<file path="src/rtl/axi_lite_prewrapper_bridge_if.sv">
// AXI4-Lite channel bundle between the host interconnect and the prewrapper bridge.
// The bridge takes the slave modport; the host (or a bench) takes the master modport.
interface axi_lite_prewrapper_bridge_if;
   logic [31:0] s_axi_awaddr;
   logic        s_axi_awvalid;
   logic        s_axi_awready;
   logic [31:0] s_axi_wdata;
   logic [3:0]  s_axi_wstrb;
   logic        s_axi_wvalid;
   logic        s_axi_wready;
   logic [1:0]  s_axi_bresp;
   logic        s_axi_bvalid;
   logic        s_axi_bready;
   logic [31:0] s_axi_araddr;
   logic        s_axi_arvalid;
   logic        s_axi_arready;
   logic [31:0] s_axi_rdata;
   logic [1:0]  s_axi_rresp;
   logic        s_axi_rvalid;
   logic        s_axi_rready;

   modport slave (
      input  s_axi_awaddr, s_axi_awvalid, s_axi_wdata, s_axi_wstrb, s_axi_wvalid,
             s_axi_bready, s_axi_araddr, s_axi_arvalid, s_axi_rready,
      output s_axi_awready, s_axi_wready, s_axi_bresp, s_axi_bvalid,
             s_axi_arready, s_axi_rdata, s_axi_rresp, s_axi_rvalid
   );

   modport master (
      output s_axi_awaddr, s_axi_awvalid, s_axi_wdata, s_axi_wstrb, s_axi_wvalid,
             s_axi_bready, s_axi_araddr, s_axi_arvalid, s_axi_rready,
      input  s_axi_awready, s_axi_wready, s_axi_bresp, s_axi_bvalid,
             s_axi_arready, s_axi_rdata, s_axi_rresp, s_axi_rvalid
   );
endinterface

</file>
<file path="src/rtl/axi_lite_prewrapper_bridge.sv">
// AXI4-Lite slave that serialises host writes/reads onto the prewrapper's flat
// register port, one access at a time, parking both addresses on an idle value.
module axi_lite_prewrapper_bridge #(
   parameter logic [31:0] p_addr_limit = 32'h0000_0100,
   parameter logic [31:0] p_idle_addr  = 32'hFFFF_FFFF
) (
   input  logic                               clk,
   input  logic                               reset,
   axi_lite_prewrapper_bridge_if.slave        s_axi,
   output logic [31:0]                        axi_wr_addr,
   output logic [31:0]                        axi_wr_msg,
   output logic [31:0]                        axi_rd_addr,
   input  logic [31:0]                        axi_rd_msg
);

   typedef enum logic [2:0] {
      IDLE, WR_ISSUE, WR_RESP, RD_ADDR, RD_CAPT, RD_RESP
   } state_t;

   typedef struct packed {
      logic [29:0] idx;
      logic [31:0] data;
   } wr_req_t;

   localparam logic [1:0] RESP_OKAY   = 2'b00;
   localparam logic [1:0] RESP_SLVERR = 2'b10;
   localparam logic [1:0] RESP_DECERR = 2'b11;

   state_t      state, state_d;

   // Channel capture registers
   logic        aw_held, w_held, ar_held;
   logic [29:0] aw_idx, ar_idx;
   logic [31:0] w_data;
   logic [3:0]  w_strb;

   // Granted transaction, kept apart from the capture registers so that new
   // beats accepted mid-flight cannot disturb the access being issued.
   wr_req_t     wr_req;
   logic [29:0] rd_idx;

   logic        last_grant_rd;
   logic        grant_wr, grant_rd;
   logic        aw_fire, w_fire, ar_fire;
   logic        wr_bad_strb, wr_bad_addr, rd_bad_addr;

   logic [1:0]  bresp_q, rresp_q;
   logic [31:0] rdata_q;

   logic        unused_addr_lsbs;

   assign unused_addr_lsbs = ^{s_axi.s_axi_awaddr[1:0], s_axi.s_axi_araddr[1:0]};

   assign s_axi.s_axi_awready = !reset && !aw_held;
   assign s_axi.s_axi_wready  = !reset && !w_held;
   assign s_axi.s_axi_arready = !reset && !ar_held;

   assign aw_fire = s_axi.s_axi_awvalid && s_axi.s_axi_awready;
   assign w_fire  = s_axi.s_axi_wvalid  && s_axi.s_axi_wready;
   assign ar_fire = s_axi.s_axi_arvalid && s_axi.s_axi_arready;

   assign wr_bad_strb = (w_strb != 4'hF);
   assign wr_bad_addr = ({2'b00, aw_idx} >= p_addr_limit);
   assign rd_bad_addr = ({2'b00, ar_idx} >= p_addr_limit);

   assign s_axi.s_axi_bvalid = (state == WR_RESP);
   assign s_axi.s_axi_rvalid = (state == RD_RESP);
   assign s_axi.s_axi_bresp  = bresp_q;
   assign s_axi.s_axi_rresp  = rresp_q;
   assign s_axi.s_axi_rdata  = rdata_q;

   always_ff @(posedge clk) begin
      if (reset) state <= IDLE;
      else       state <= state_d;
   end

   always_comb begin
      state_d     = state;
      grant_wr    = 1'b0;
      grant_rd    = 1'b0;
      axi_wr_addr = p_idle_addr;
      axi_wr_msg  = 32'h0;
      axi_rd_addr = p_idle_addr;
      case (state)
         IDLE: begin
            // On a tie, serve the opposite of whatever was granted last.
            if (aw_held && w_held && (!ar_held || last_grant_rd)) grant_wr = 1'b1;
            else if (ar_held)                                     grant_rd = 1'b1;
            if (grant_wr)      state_d = (wr_bad_strb || wr_bad_addr) ? WR_RESP : WR_ISSUE;
            else if (grant_rd) state_d = rd_bad_addr ? RD_RESP : RD_ADDR;
         end
         WR_ISSUE: begin
            axi_wr_addr = {2'b00, wr_req.idx};
            axi_wr_msg  = wr_req.data;
            state_d     = WR_RESP;
         end
         WR_RESP: if (s_axi.s_axi_bready) state_d = IDLE;
         RD_ADDR: begin
            axi_rd_addr = {2'b00, rd_idx};
            state_d     = RD_CAPT;
         end
         RD_CAPT: begin
            axi_rd_addr = {2'b00, rd_idx};
            state_d     = RD_RESP;
         end
         RD_RESP: if (s_axi.s_axi_rready) state_d = IDLE;
         default: state_d = IDLE;
      endcase
   end

   always_ff @(posedge clk) begin
      if (reset) begin
         aw_held       <= 1'b0;
         w_held        <= 1'b0;
         ar_held       <= 1'b0;
         aw_idx        <= '0;
         ar_idx        <= '0;
         w_data        <= '0;
         w_strb        <= '0;
         wr_req        <= '0;
         rd_idx        <= '0;
         last_grant_rd <= 1'b1;
         bresp_q       <= RESP_OKAY;
         rresp_q       <= RESP_OKAY;
         rdata_q       <= '0;
      end else begin
         if (aw_fire) begin
            aw_held <= 1'b1;
            aw_idx  <= s_axi.s_axi_awaddr[31:2];
         end
         if (w_fire) begin
            w_held <= 1'b1;
            w_data <= s_axi.s_axi_wdata;
            w_strb <= s_axi.s_axi_wstrb;
         end
         if (ar_fire) begin
            ar_held <= 1'b1;
            ar_idx  <= s_axi.s_axi_araddr[31:2];
         end

         if (grant_wr) begin
            aw_held       <= 1'b0;
            w_held        <= 1'b0;
            last_grant_rd <= 1'b0;
            wr_req.idx    <= aw_idx;
            wr_req.data   <= w_data;
            if (wr_bad_strb)      bresp_q <= RESP_SLVERR;
            else if (wr_bad_addr) bresp_q <= RESP_DECERR;
            else                  bresp_q <= RESP_OKAY;
         end

         if (grant_rd) begin
            ar_held       <= 1'b0;
            last_grant_rd <= 1'b1;
            rd_idx        <= ar_idx;
            rresp_q       <= rd_bad_addr ? RESP_DECERR : RESP_OKAY;
            if (rd_bad_addr) rdata_q <= '0;
         end

         if (state == RD_CAPT) rdata_q <= axi_rd_msg;
      end
   end

endmodule

</file>
<file path="src/flat_wrapper.sv">
// flat-port wrapper written by rule: the top's interface ports become plain ports
module axi_lite_prewrapper_bridge_flat 
#(
   parameter logic [31:0] p_addr_limit = 32'h0000_0100,
   parameter logic [31:0] p_idle_addr  = 32'hFFFF_FFFF
)
  (clk, reset, axi_wr_addr, axi_wr_msg, axi_rd_addr, axi_rd_msg, s_axi_s_axi_awaddr, s_axi_s_axi_awvalid, s_axi_s_axi_wdata, s_axi_s_axi_wstrb, s_axi_s_axi_wvalid, s_axi_s_axi_bready, s_axi_s_axi_araddr, s_axi_s_axi_arvalid, s_axi_s_axi_rready, s_axi_s_axi_awready, s_axi_s_axi_wready, s_axi_s_axi_bresp, s_axi_s_axi_bvalid, s_axi_s_axi_arready, s_axi_s_axi_rdata, s_axi_s_axi_rresp, s_axi_s_axi_rvalid);
  axi_lite_prewrapper_bridge_if s_axi_i ();
  input  logic clk;
  input  logic reset;
  output logic [31:0] axi_wr_addr;
  output logic [31:0] axi_wr_msg;
  output logic [31:0] axi_rd_addr;
  input  logic [31:0] axi_rd_msg;
  input wire logic [$bits(s_axi_i.s_axi_awaddr)-1:0] s_axi_s_axi_awaddr;
  input wire logic [$bits(s_axi_i.s_axi_awvalid)-1:0] s_axi_s_axi_awvalid;
  input wire logic [$bits(s_axi_i.s_axi_wdata)-1:0] s_axi_s_axi_wdata;
  input wire logic [$bits(s_axi_i.s_axi_wstrb)-1:0] s_axi_s_axi_wstrb;
  input wire logic [$bits(s_axi_i.s_axi_wvalid)-1:0] s_axi_s_axi_wvalid;
  input wire logic [$bits(s_axi_i.s_axi_bready)-1:0] s_axi_s_axi_bready;
  input wire logic [$bits(s_axi_i.s_axi_araddr)-1:0] s_axi_s_axi_araddr;
  input wire logic [$bits(s_axi_i.s_axi_arvalid)-1:0] s_axi_s_axi_arvalid;
  input wire logic [$bits(s_axi_i.s_axi_rready)-1:0] s_axi_s_axi_rready;
  output wire logic [$bits(s_axi_i.s_axi_awready)-1:0] s_axi_s_axi_awready;
  output wire logic [$bits(s_axi_i.s_axi_wready)-1:0] s_axi_s_axi_wready;
  output wire logic [$bits(s_axi_i.s_axi_bresp)-1:0] s_axi_s_axi_bresp;
  output wire logic [$bits(s_axi_i.s_axi_bvalid)-1:0] s_axi_s_axi_bvalid;
  output wire logic [$bits(s_axi_i.s_axi_arready)-1:0] s_axi_s_axi_arready;
  output wire logic [$bits(s_axi_i.s_axi_rdata)-1:0] s_axi_s_axi_rdata;
  output wire logic [$bits(s_axi_i.s_axi_rresp)-1:0] s_axi_s_axi_rresp;
  output wire logic [$bits(s_axi_i.s_axi_rvalid)-1:0] s_axi_s_axi_rvalid;
  assign s_axi_i.s_axi_awaddr = s_axi_s_axi_awaddr;
  assign s_axi_i.s_axi_awvalid = s_axi_s_axi_awvalid;
  assign s_axi_i.s_axi_wdata = s_axi_s_axi_wdata;
  assign s_axi_i.s_axi_wstrb = s_axi_s_axi_wstrb;
  assign s_axi_i.s_axi_wvalid = s_axi_s_axi_wvalid;
  assign s_axi_i.s_axi_bready = s_axi_s_axi_bready;
  assign s_axi_i.s_axi_araddr = s_axi_s_axi_araddr;
  assign s_axi_i.s_axi_arvalid = s_axi_s_axi_arvalid;
  assign s_axi_i.s_axi_rready = s_axi_s_axi_rready;
  assign s_axi_s_axi_awready = s_axi_i.s_axi_awready;
  assign s_axi_s_axi_wready = s_axi_i.s_axi_wready;
  assign s_axi_s_axi_bresp = s_axi_i.s_axi_bresp;
  assign s_axi_s_axi_bvalid = s_axi_i.s_axi_bvalid;
  assign s_axi_s_axi_arready = s_axi_i.s_axi_arready;
  assign s_axi_s_axi_rdata = s_axi_i.s_axi_rdata;
  assign s_axi_s_axi_rresp = s_axi_i.s_axi_rresp;
  assign s_axi_s_axi_rvalid = s_axi_i.s_axi_rvalid;
  axi_lite_prewrapper_bridge #(.p_addr_limit(p_addr_limit), .p_idle_addr(p_idle_addr)) u_core (.clk(clk), .reset(reset), .s_axi(s_axi_i), .axi_wr_addr(axi_wr_addr), .axi_wr_msg(axi_wr_msg), .axi_rd_addr(axi_rd_addr), .axi_rd_msg(axi_rd_msg));
endmodule
</file>
<file path="config.mk">
export PLATFORM = sky130hd
export DESIGN_NAME = axi_lite_prewrapper_bridge_flat
export DESIGN_NICKNAME = d
export VERILOG_FILES = /design/src/rtl/axi_lite_prewrapper_bridge_if.sv /design/src/rtl/axi_lite_prewrapper_bridge.sv /design/src/flat_wrapper.sv
export SDC_FILE = /design/constraint.sdc
export NUM_CORES = 1
export LEC_CHECK = 0
export CORE_UTILIZATION = 35
export DETAILED_ROUTE_END_ITERATION = 8
export DONT_BUFFER_PORTS = 1
export GPL_ROUTABILITY_DRIVEN = 1
export GPL_TIMING_DRIVEN = 0
export PLACE_DENSITY = 0.59
export SETUP_SLACK_MARGIN = 0.4
export SLEW_MARGIN = 20
export SYNTH_ARGS = -nofsm -noshare
export SYNTH_HDL_FRONTEND = slang
export SYNTH_SLANG_ARGS = --single-unit
</file>
<file path="constraint.sdc">
create_clock -name clk -period 4.3 [get_ports clk]
set_clock_uncertainty 0.05 [all_clocks]
set_input_delay 0.645 -clock clk [delete_from_list [all_inputs] [get_ports clk]]
set_output_delay 0.645 -clock clk [all_outputs]
set_load 0.01 [all_outputs]
</file>
Word-level counts from Yosys, hierarchy flattened
Cells that the tools add are included.

word-level totals
  logic and storage cells = 71
  output and inout bits = 137
  memories = 0
  bits in read-only memories = 0
  bits of input ports = 139
  memory bits (writable) = 0
  bits in latches = 0
  bits in registers = 231

cells by class
  shift operators = 0
  multipliers = 0
  div/mod/pow operators = 0
  eq/ne operators = 9
  reduce and logical (&&, ||, !) cells = 22
  multiplexer cells = 23
  bitwise gates (word level) = 0
  $add $sub $neg = 0
  order comparisons = 2

operators by type and width
  operator                                                                  count
  32-bit 2-to-1 mux                                                         6
  30-bit by 9-bit >= comparator with 1-bit output (second input constant)   2
  3-bit case mux with 6 select lines                                        1
  3-bit 2-to-1 mux                                                          5
  1-bit logical AND                                                         8
  2-bit 2-to-1 mux                                                          4
  1-bit 2-to-1 mux                                                          7
  3-bit by 2-bit == test with 1-bit output (second input constant)          2
  3-bit == test (second input constant)                                     2
  2-bit OR reduction                                                        3
  1-bit zero test                                                           4
  2-bit inequality test (second input constant)                             2
  4-bit inequality test (second input constant)                             1
  2-bit nonzero test                                                        2
  3-bit by 1-bit == test with 1-bit output (second input constant)          1
  3-bit zero test                                                           1
  3-bit by 1-bit inequality test with 1-bit output (second input constant)  1
  3-bit AND reduction                                                       1
  1-bit logical OR                                                          2
  2-bit AND reduction                                                       1

Logic depth before layout (Yosys ltp)
Gate-level depths: netlist (run 1).

  word-level depth = 8
  depth in mapped cells = 7
  gate-level depth less buffers = 5

Least setup slack after synthesis (run 1)
Ideal clock, no wire load.

  kind = register to output
  start point = register u_core.state[2]
  end point = output axi_rd_addr[31]
  stages on the path, launching flop included = 7
  setup slack = 2,157 ps
  required time = 3,605 ps
  buffers on the path = 3
  arrival = 1,448 ps
  cell sequence = dfxtp_1 clkbuf_1 nand2_1 o21ai_0 clkbuf_1 inv_1 buf_4

between the ends
  cells in the longest elaborated chain, start to end = 3
  elaborated cells between the ends (all ways) = 4
  classes of those cells = eq/ne (2); mux (1); reduce/logical (1)

RTL lines
  what                                                                       RTL line                          RTL
  start, declared                                                            axi_lite_prewrapper_bridge.sv:29  state_t state, state_d;
  start signal, assigned                                                     axi_lite_prewrapper_bridge.sv:74  else state <= state_d;
  3-bit by 2-bit == test with 1-bit output or 3-bit == test (tied branches)  axi_lite_prewrapper_bridge.sv:84  case (state)
  2-bit OR reduction (no source line) (*)                                    -
  32-bit 2-to-1 mux (*)                                                      axi_lite_prewrapper_bridge.sv:84
  end, declared                                                              flat_wrapper.sv:13                output logic [31:0] axi_rd_addr;

Every way passes the cells marked *; elsewhere a longest branch is shown, timed or not.

Worst setup path in the final report (run 1)
  start point = register u_core.state[2]
  end point = output axi_wr_addr[31]

between the ends
  cells in the longest elaborated chain, start to end = 2

RTL lines
  what                                      RTL line                          RTL
  3-bit by 1-bit == test with 1-bit output  axi_lite_prewrapper_bridge.sv:84
  32-bit 2-to-1 mux                         axi_lite_prewrapper_bridge.sv:84
  end, declared                             flat_wrapper.sv:11                output logic [31:0] axi_wr_addr;

Every way passes these cells.

==> impl_metrics.py, run 1 <==
metrics = {
    "run_status": {
        "status": "finished clean",
    },
    "cts": {
        "clock_path_buffers": 3,
        "clkLatencyLatePin_ps": 520,
        "cts.repair.resized": 0,
        "postCtsHoldBufs": 0,
        "clk_pin_slew_worst_paths_ps": 60,
        "cts_setup_buffers": 0,
        "cts-root-buf": "clkbuf_16",
        "htree_levels": 1,
        "cts_sinks": 230,
        "cts_buffers": 26,
        "cts_tree": "done",
    },
    "global_routing": {
        "grt_pass1_wl_mm": 38.7,
        "overflow": 0,
        "antenna_found_initial": 0,
        "first_global_vias": 6823,
        "grt_use_total": 0.187,
        "grt_max_degree": 15,
    },
    "sta": {
        "finalCritPeriodShare": 0.789,
        "slew-limit-headroom": 0.318,
        "hold_violations": 0,
        "slew_violations": 0,
        "grt_setup_unrepaired": "false",
        "setup_tns_ps": 0,
        "period_needed_ps": 3390,
        "finalSetupViolations": 0,
        "fmax_ghz": 0.295,
        "max_slew.worst_pin.slew_ps": 1020,
    },
    "yosys": {
        "synth_cell_types": 33,
        "synth_edf_count": 0,
        "ys_warn_count": 0,
        "syn_inst": 1081,
        "synth_top_flop_cell": "dfxtp_1",
        "syn-num-nets": 1220,
        "synth_area_per_cell_um2": 8.22,
        "ys_async_sr_fraction": 0,
        "netlist_area_um2": 8880,
        "ys_seq_area_frac": 0.518,
        "ys_ff_latch": 230,
    },
    "place": {
        "portBuffers": 0,
        "post-dp-hpwl_mm": 18.1,
        "gp_congestion": 0.791,
    },
    "route": {
        "drtIter0Drc": 499,
        "wl_met1_mm": 11.4,
        "wl_met3_mm": 1.68,
        "detail-route-antenna-nets": 0,
        "dr.max_layer_used": "met4",
        "wl_mm": 25.0,
        "vias": 7261,
        "detail_route.vias_per_cell": 5.00,
        "first_pass_iters": 6,
        "drc": 0,
        "met2_length_mm": 11.5,
        "avgRoutedWirePerCell_um": 17.2,
    },
    "die": {
        "ios": 276,
        "row_count": 57,
        "start_util": 0.361,
        "die_h_um": 161,
        "fp.dieW_um": 161,
        "core_area_um2": 24600,
        "die_area_um2": 26000,
    },
    "worst_setup_path": {
        "reg2reg_to": "u_core.state[2]",
        "reg2regPathDepth": 5,
        "slowest_delay_ps": 880,
        "setup.worst_path.class": "flip-flop to output pin",
        "cp.arrival_ps": 2700,
        "critPathCaptureType": "output pin",
        "endpoint": "axi_wr_addr[31]",
        "crit_chain": "clkbuf_1, nor3b_2, clkbuf_1, inv_1, buf_4",
        "critPathLaunch": "u_core.state[2]",
        "crit_top_cell": "clkbuf_1",
        "rr_startpoint": "u_core.state[2]",
        "cpMaxStageDelayCell": "nor3b_2",
        "cp.required_ps": 3610,
        "worstSetupStartpointType": "flip-flop",
        "r2r_setup_slack_ps": 2150,
        "cp_max_fo": 10,
    },
    "cells_and_area": {
        "multi_input_area_um2": 3910,
        "fin_nets": 1248,
        "final_common_cell": "nand2_1",
        "nFillCells": 2522,
        "final_cell_mix": "289 x nand2_1, 230 x dfxtp_1, 158 x nand2b_1",
        "layout-drive-gt1-share": 0.0523,
        "syn2layout_area_growth_pct": 14.5,
        "n_antenna_cell": 0,
        "regArea_um2": 4600,
        "final_util": 0.413,
    },
    "power": {
        "p_per_area_nw_per_um2": 548,
        "swShare": 0.306,
        "p_seq_frac": 0.437,
        "p_int_mw": 3.87,
        "p_sw_mw": 1.70,
        "p_comb_frac": 0.161,
        "clkPwrFrac": 0.402,
        "ir_drop_v": 0.000343,
        "p_leak_nw": 3.40,
    },
    "hold_path": {
        "whs_path_depth": 2,
        "hold_path.class": "primary input to flip-flop",
        "hp-start": "s_axi_s_axi_araddr[30]",
    },
    "run": {
        "cap_violations": 0,
    },
}
[cell usage after synthesis (all sizes together), types with 3 or more instances]
| cell | number | area [um^2] |
|---|---|---|
| nand4 | 3 | 18.8 |
| a32o | 32 | 320 |
| nand2b | 158 | 988 |
| nor3 | 6 | 30.0 |
| inv | 3 | 11.3 |
| and2 | 36 | 225 |
| buf | 15 | 86.3 |
| nand2 | 289 | 1080 |
| clkbuf | 72 | 270 |
| a21oi | 99 | 495 |
| nor4 | 11 | 68.8 |
| dfxtp | 230 | 4600 |
| nor2 | 10 | 37.5 |
| o21ai | 99 | 495 |
[cell type report]
cell class | count | area share
flip-flops and latches | 230 | 0.453
inverters | 3 | 0.00111
plain buffers | 87 | 0.0351
clock inverters | 15 | 0.0151
multi-input cells | 761 | 0.384
well taps | 324 | 0.0399
clock buffers | 33 | 0.0716
[per-layer routing]
metal  vias to the layer above  GRT usage
met4                         0     0.0377
met2                       201      0.306
met5                         -          0
met1                      3413      0.249
met3                        27     0.0467
li1                       3620          -
[power by group through the flow]
stage / sequential (mW) / combinational (mW) / clock [mW]
6_report: 2.44 / 0.900 / 2.24
3_5_place_dp: 2.48 / 0.910 / 0
4_1_cts: 2.44 / 0.915 / 2.29
3_3_place_gp: 2.48 / 0.909 / 0
5_1_grt: 2.45 / 0.999 / 2.39
2_1_floorplan: 2.45 / 0.670 / 0
[logic make-up after synthesis]
group,Yosys count,synth area share
AOI/OAI and AO/OA,241,0.158
buffers and inverters,90,0.0414
DFF,230,0.518
and+or+nand+nor,520,0.283
[flip-flops by register name, indices dropped and copies added, names as in the netlist]
signal and count:
u_core.wr_req 62, u_core.s_axi.s_axi_rdata 32, u_core.w_data 32, u_core.ar_idx 30
u_core.aw_idx 30, u_core.rd_idx 30, u_core.w_strb 4, u_core.state 3
u_core.s_axi.s_axi_bresp 2, u_core.ar_held 1, u_core.aw_held 1, u_core.last_grant_rd 1
u_core.s_axi.s_axi_rresp 1, u_core.w_held 1
[critical path: cells and delay by family, from the launching register on]
kind / cells / cell delay [ps]
simple gates: 1 / 880
flops: 1 / 320
buf+inv: 4 / 980
[stage by stage]
step	hold WS, ps	setup slack [ps]	instance area (um^2)	instances	total power, mW
CTS	160	782	10200	1453	5.64
floorplan	381	2160	8880	1081	3.12
global route	167	714	10200	1453	5.84
detailed placement	391	1370	9290	1405	3.39
global placement	387	1350	9290	1405	3.39
finish	184	908	10200	1453	5.58
[worst min path at each step]
stage | to | slack (ps)
final | u_core.ar_idx[28] | 180
after detailed placement | u_core.wr_req[53] | 390
after floorplan | u_core.rd_idx[0] | 380
after global placement | u_core.wr_req[19] | 390
after CTS | u_core.w_strb[3] | 160
after global routing | u_core.w_data[20] | 170
Note: power is estimated with default switching activity, not from simulation.
==> run 2, diff against run 1 <==
- PLACE_DENSITY: 0.59 -> 0.61
- clock period: 4.3 -> 3.1 ns (I/O delays scaled with it)
==> impl_metrics.py, run 2 (synthesized netlist as in run 1, its figures left out) <==
metrics = {
    "cts": {
        "clk_pin_slew_worst_paths_ps": 60,
        "cts_buffers": 26,
        "clock_path_buffers": 3,
        "cts_sinks": 230,
        "htree_levels": 1,
        "cts-root-buf": "clkbuf_16",
        "clkLatencyLatePin_ps": 520,
        "cts_tree": "done",
    },
    "worst_setup_path": {
        "reg2regPathDepth": 6,
        "critPathCaptureType": "output pin",
        "r2r_setup_slack_ps": 970,
        "rr_startpoint": "u_core.state[0]",
        "cp_max_fo": 10,
        "cp.required_ps": 2580,
        "critPathLaunch": "u_core.state[1]",
        "setup.worst_path.class": "flip-flop to output pin",
        "reg2reg_to": "u_core.wr_req[11]",
        "worstSetupStartpointType": "flip-flop",
        "cp.arrival_ps": 2110,
        "endpoint": "axi_rd_addr[31]",
    },
    "sta": {
        "period_needed_ps": 2630,
        "max_slew.worst_pin.slew_ps": 822,
        "hold_violations": 0,
        "holdWs_ps": 15.1,
        "slew_violations": 0,
        "grt_setup_unrepaired": "true",
        "finalCritPeriodShare": 0.847,
        "fmax_ghz": 0.381,
        "setup_tns_ps": 0,
        "finalSetupViolations": 0,
        "slew-limit-headroom": 0.452,
    },
    "route": {
        "avgRoutedWirePerCell_um": 17.0,
        "drtIter0Drc": 460,
        "detail_route.vias_per_cell": 4.98,
        "drc": 0,
        "wl_met3_mm": 1.73,
        "dr.max_layer_used": "met4",
        "first_pass_iters": 5,
        "wl_met1_mm": 11.6,
        "detail-route-antenna-nets": 0,
        "met2_length_mm": 11.9,
        "wl_mm": 25.7,
        "vias": 7566,
    },
    "die": {
        "fp.dieW_um": 161,
        "row_count": 57,
        "start_util": 0.361,
        "die_h_um": 161,
        "core_area_um2": 24600,
        "ios": 276,
        "die_area_um2": 26000,
    },
    "place": {
        "portBuffers": 0,
        "gp_congestion": 0.792,
        "post-dp-hpwl_mm": 18.3,
        "dpl.cell_count": 1405,
    },
    "cells_and_area": {
        "largest_reg_flops": 62,
        "fin_nets": 1315,
        "fin_cells": 1518,
        "layout-drive-gt1-share": 0.0544,
        "top_register": "u_core.wr_req",
        "final_common_cell": "nand2_1",
        "nFillCells": 2496,
        "syn2layout_area_growth_pct": 22.8,
        "final_cell_mix": "289 x nand2_1, 230 x dfxtp_1, 158 x nand2b_1",
        "n_antenna_cell": 0,
    },
    "power": {
        "p_per_area_nw_per_um2": 741,
        "power_mw": 8.08,
        "ir_drop_v": 0.000471,
        "p_leak_nw": 3.75,
    },
    "global_routing": {
        "antenna_found_initial": 0,
        "grt_max_degree": 14,
        "overflow": 0,
        "first_global_vias": 7248,
        "grt_pass1_wl_mm": 39.5,
        "grt_use_total": 0.192,
    },
    "run": {
        "cap_violations": 0,
    },
    "run_status": {
        "status": "finished clean",
    },
    "hold_path": {
        "hold_path.class": "primary input to flip-flop",
    },
}
-- run 2: changes by cell type in the layout (fill, tap and decap cells not counted), sizes merged --
cell and delta:
bufinv +3, dlygate4sd3 +64, clkinv -2, clkbuf +2, buf +4, clkinvlp -6
-- run 2: critical path: stages (launching register included) --
cell	delay, ps
dfxtp_1	310
buf_6	130
nor2_1	220
nand2_1	100
o21ai_1	250
buf_4	260
inv_1	140
buf_4	180
-- run 2: timing repair --
item	4_1_cts	5_1_grt
hold buffers	64	0
pin swaps	1	0
gates resized for setup	5	9
setup buffers	3	0
hold endpoints to repair	64	0
setup endpoints to repair	95	32
-- run 2: area by class of cell --
cell class | instances | area (um^2) | share of cell area
Buffer | 87 | 367 | 0.0336
Clock buffer | 36 | 759 | 0.0696
Clock inverter | 10 | 185 | 0.0170
Inverter | 3 | 11.3 | 0.00103
Multi-Input combinational cell | 761 | 3920 | 0.359
Sequential cell | 230 | 4600 | 0.422
Tap cell | 324 | 405 | 0.0372
Timing Repair Buffer | 67 | 663 | 0.0608
-- run 2: report_power, final --
group / internal (mW) / total [mW] / switching [mW]
clock network: 2.12 / 3.35 / 1.22
logic: 0.422 / 1.35 / 0.932
registers: 3.19 / 3.38 / 0.197
total: 5.73 / 8.08 / 2.35
-- run 2: worst min path at each step --
| stage | depth (start not counted) | to | from | slack (ps) |
|---|---|---|---|---|
| 6_report | 2 | u_core.w_data[11] | s_axi_s_axi_wdata[11] | 20 |
| 5_1_grt | 1 | u_core.s_axi.s_axi_rdata[21] | axi_rd_msg[21] | 5 |
| 4_1_cts | 1 | u_core.s_axi.s_axi_rdata[23] | axi_rd_msg[23] | 0.5 |
| 3_5_place_dp | 2 | u_core.rd_idx[26] | u_core.rd_idx[26] | 390 |
| 3_3_place_gp | 2 | u_core.wr_req[19] | u_core.w_data[19] | 390 |
| 2_1_floorplan | 2 | u_core.rd_idx[0] | u_core.rd_idx[0] | 380 |
-- run 2: layer usage --
| layer | vias up | global-route usage |
|---|---|---|
| met3 | 41 | 0.0467 |
| li1 | 3746 | - |
| met2 | 231 | 0.313 |
| met1 | 3548 | 0.250 |
| met4 | 0 | 0.0566 |
| met5 | - | 0 |
-- run 2: through the flow --
stage	cell area, um^2	utilization	setup slack [ps]
detailed placement	9290	0.377	343
floorplan	8880	-	1140
global placement	9290	0.377	374
global route	10900	0.443	400
finish	10900	0.443	473
CTS	10900	0.443	407
==> run 3, diff against run 2 <==
- PLACE_DENSITY: 0.61 -> 0.59
- clock period: 3.1 -> 2.72 ns (I/O delays scaled with it)
==> impl_metrics.py, run 3 (synthesized netlist as in run 1, its figures left out) <==
metrics = {
    "run_status": {
        "status": "finished clean",
    },
    "global_routing": {
        "first_global_vias": 7664,
        "antenna_found_initial": 1,
        "grt_max_degree": 15,
        "grt_use_total": 0.200,
        "overflow": 0,
        "grt_pass1_wl_mm": 41.7,
    },
    "cells_and_area": {
        "fin_nets": 1384,
        "final_cell_mix": "289 x nand2_1, 228 x dfxtp_1, 158 x nand2b_1",
        "syn2layout_area_growth_pct": 31.9,
        "top_register": "u_core.wr_req",
        "nFillCells": 2369,
        "layout-drive-gt1-share": 0.0877,
        "final_common_cell": "nand2_1",
        "largest_reg_flops": 62,
    },
    "route": {
        "detail-route-antenna-nets": 0,
        "detail_route.vias_per_cell": 4.93,
        "vias": 7840,
        "drc": 0,
        "drtIter0Drc": 491,
        "first_pass_iters": 5,
        "wl_mm": 26.6,
        "avgRoutedWirePerCell_um": 16.7,
    },
    "power": {
        "p_seq_frac": 0.421,
        "p_sw_mw": 2.80,
        "p_comb_frac": 0.192,
        "power_mw": 9.17,
        "ir_drop_v": 0.000543,
        "p_per_area_nw_per_um2": 783,
        "p_leak_nw": 4.08,
        "p_int_mw": 6.37,
        "swShare": 0.305,
        "clkPwrFrac": 0.387,
    },
    "worst_setup_path": {
        "worstSetupStartpointType": "flip-flop",
        "cpMaxStageDelayCell": "dfxtp_1",
        "critPathCaptureType": "output pin",
        "cp_top_family": "buffers and inverters",
        "setup.worst_path.class": "flip-flop to output pin",
        "slowest_delay_ps": 330,
        "cp.required_ps": 2260,
        "cp_max_fo": 8,
        "cp.arrival_ps": 1800,
        "crit_chain": "buf_6, nand2_1, o21ai_2, clkbuf_8, inv_1, buf_4",
        "critical_path_buf_inv_count": 4,
    },
    "place": {
        "gp_congestion": 0.791,
        "post-dp-hpwl_mm": 18.1,
        "portBuffers": 0,
        "preCtsSetupSlack_ps": 22.5,
    },
    "sta": {
        "setup_tns_ps": 0,
        "finalSetupViolations": 0,
        "worst_slack_ps": 463,
        "fmax_ghz": 0.443,
        "slew_violations": 0,
        "hold_violations": 0,
        "max_slew.worst_pin.slew_ps": 861,
        "finalCritPeriodShare": 0.830,
        "slew-limit-headroom": 0.425,
        "grt_setup_unrepaired": "true",
        "period_needed_ps": 2260,
    },
    "cts": {
        "cts_buffers": 26,
        "cts_sinks": 230,
        "clk_pin_slew_worst_paths_ps": 60,
        "htree_levels": 1,
        "clock_path_buffers": 3,
        "clkLatencyLatePin_ps": 520,
        "cts-root-buf": "clkbuf_16",
        "cts_tree": "done",
    },
    "die": {
        "start_util": 0.361,
        "fp.dieW_um": 161,
        "die_h_um": 161,
        "die_area_um2": 26000,
        "ios": 276,
        "core_area_um2": 24600,
        "row_count": 57,
    },
    "run": {
        "cap_violations": 0,
    },
    "hold_path": {
        "hold_path.class": "primary input to flip-flop",
    },
}
run 3: changes by cell type in the layout (fill, tap and decap cells not counted), moves of 3 or more:
| cell | before | now |
|---|---|---|
| dlygate4sd3_1 | 64 | 131 |
| and2_1 | 36 | 4 |
| and2_4 | 0 | 32 |
| clkbuf_1 | 70 | 64 |
| clkinvlp_4 | 0 | 6 |
| clkbuf_2 | 5 | 1 |
| buf_8 | 0 | 3 |
| bufinv_16 | 5 | 2 |
run 3: path summary, 6_finish.rpt:
check                startpoint                            to  slack (ps)  cells after the start
min reg2reg   u_core.wr_req[36]             u_core.wr_req[36]         400                      2
max             u_core.state[1]               axi_rd_addr[31]         460                      6
min          s_axi_s_axi_rready               u_core.state[2]         110                      2
max reg2reg    u_core.ar_idx[8]  u_core.s_axi.s_axi_rdata[11]         650                      5
run 3: layer usage:
| metal | wire length (um) | track usage | share of wire |
|---|---|---|---|
| met2 | 12700 | 0.337 | 0.48 |
| met3 | 1650 | 0.0511 | 0.062 |
| met4 | 527 | 0.0472 | 0.020 |
| met5 | 0 | 0 | 0 |
| met1 | 11700 | 0.255 | 0.44 |
run 3: final cells by class:
class,count,area [um^2],area share
diodes,1,2.50,0.000214
plain buffers,87,427,0.0364
clock buffers,33,728,0.0622
clock inverters,15,154,0.0131
inverters,3,11.3,0.000961
multi-input cells,761,4010,0.342
flip-flops and latches,230,4610,0.393
well taps,324,405,0.0346
repair buffers,136,1370,0.117
run 3: power groups by stage:
| stage | Clock [mW] | Combinational, mW | Sequential [mW] |
|---|---|---|---|
| 6_report | 3.55 | 1.76 | 3.86 |
| 5_1_grt | 3.78 | 1.92 | 3.89 |
| 4_1_cts | 3.63 | 1.74 | 3.85 |
| 3_5_place_dp | 0 | 1.44 | 3.92 |
| 3_3_place_gp | 0 | 1.44 | 3.92 |
| 2_1_floorplan | 0 | 1.06 | 3.87 |
run 3: metrics by stage:
| step | hold slack, ps | instance area, um^2 | std cells | utilization |
|---|---|---|---|---|
| 2_1_floorplan | 381 | 8880 | 1081 | - |
| 3_3_place_gp | 387 | 9290 | 1405 | 0.377 |
| 3_5_place_dp | 391 | 9290 | 1405 | 0.377 |
| 4_1_cts | 91.1 | 11700 | 1589 | 0.475 |
| 5_1_grt | 119 | 11700 | 1590 | 0.476 |
| 6_report | 107 | 11700 | 1590 | 0.476 |
run 3: timing repair:
| item | CTS | global route |
|---|---|---|
| hold buffers | 131 | 0 |
| hold endpoints to repair | 131 | 0 |
| buffers inserted | 5 | 0 |
| endpoints found under the setup margin | 96 | 88 |
| pin swaps | 1 | 1 |
| gates resized for setup | 57 | 16 |
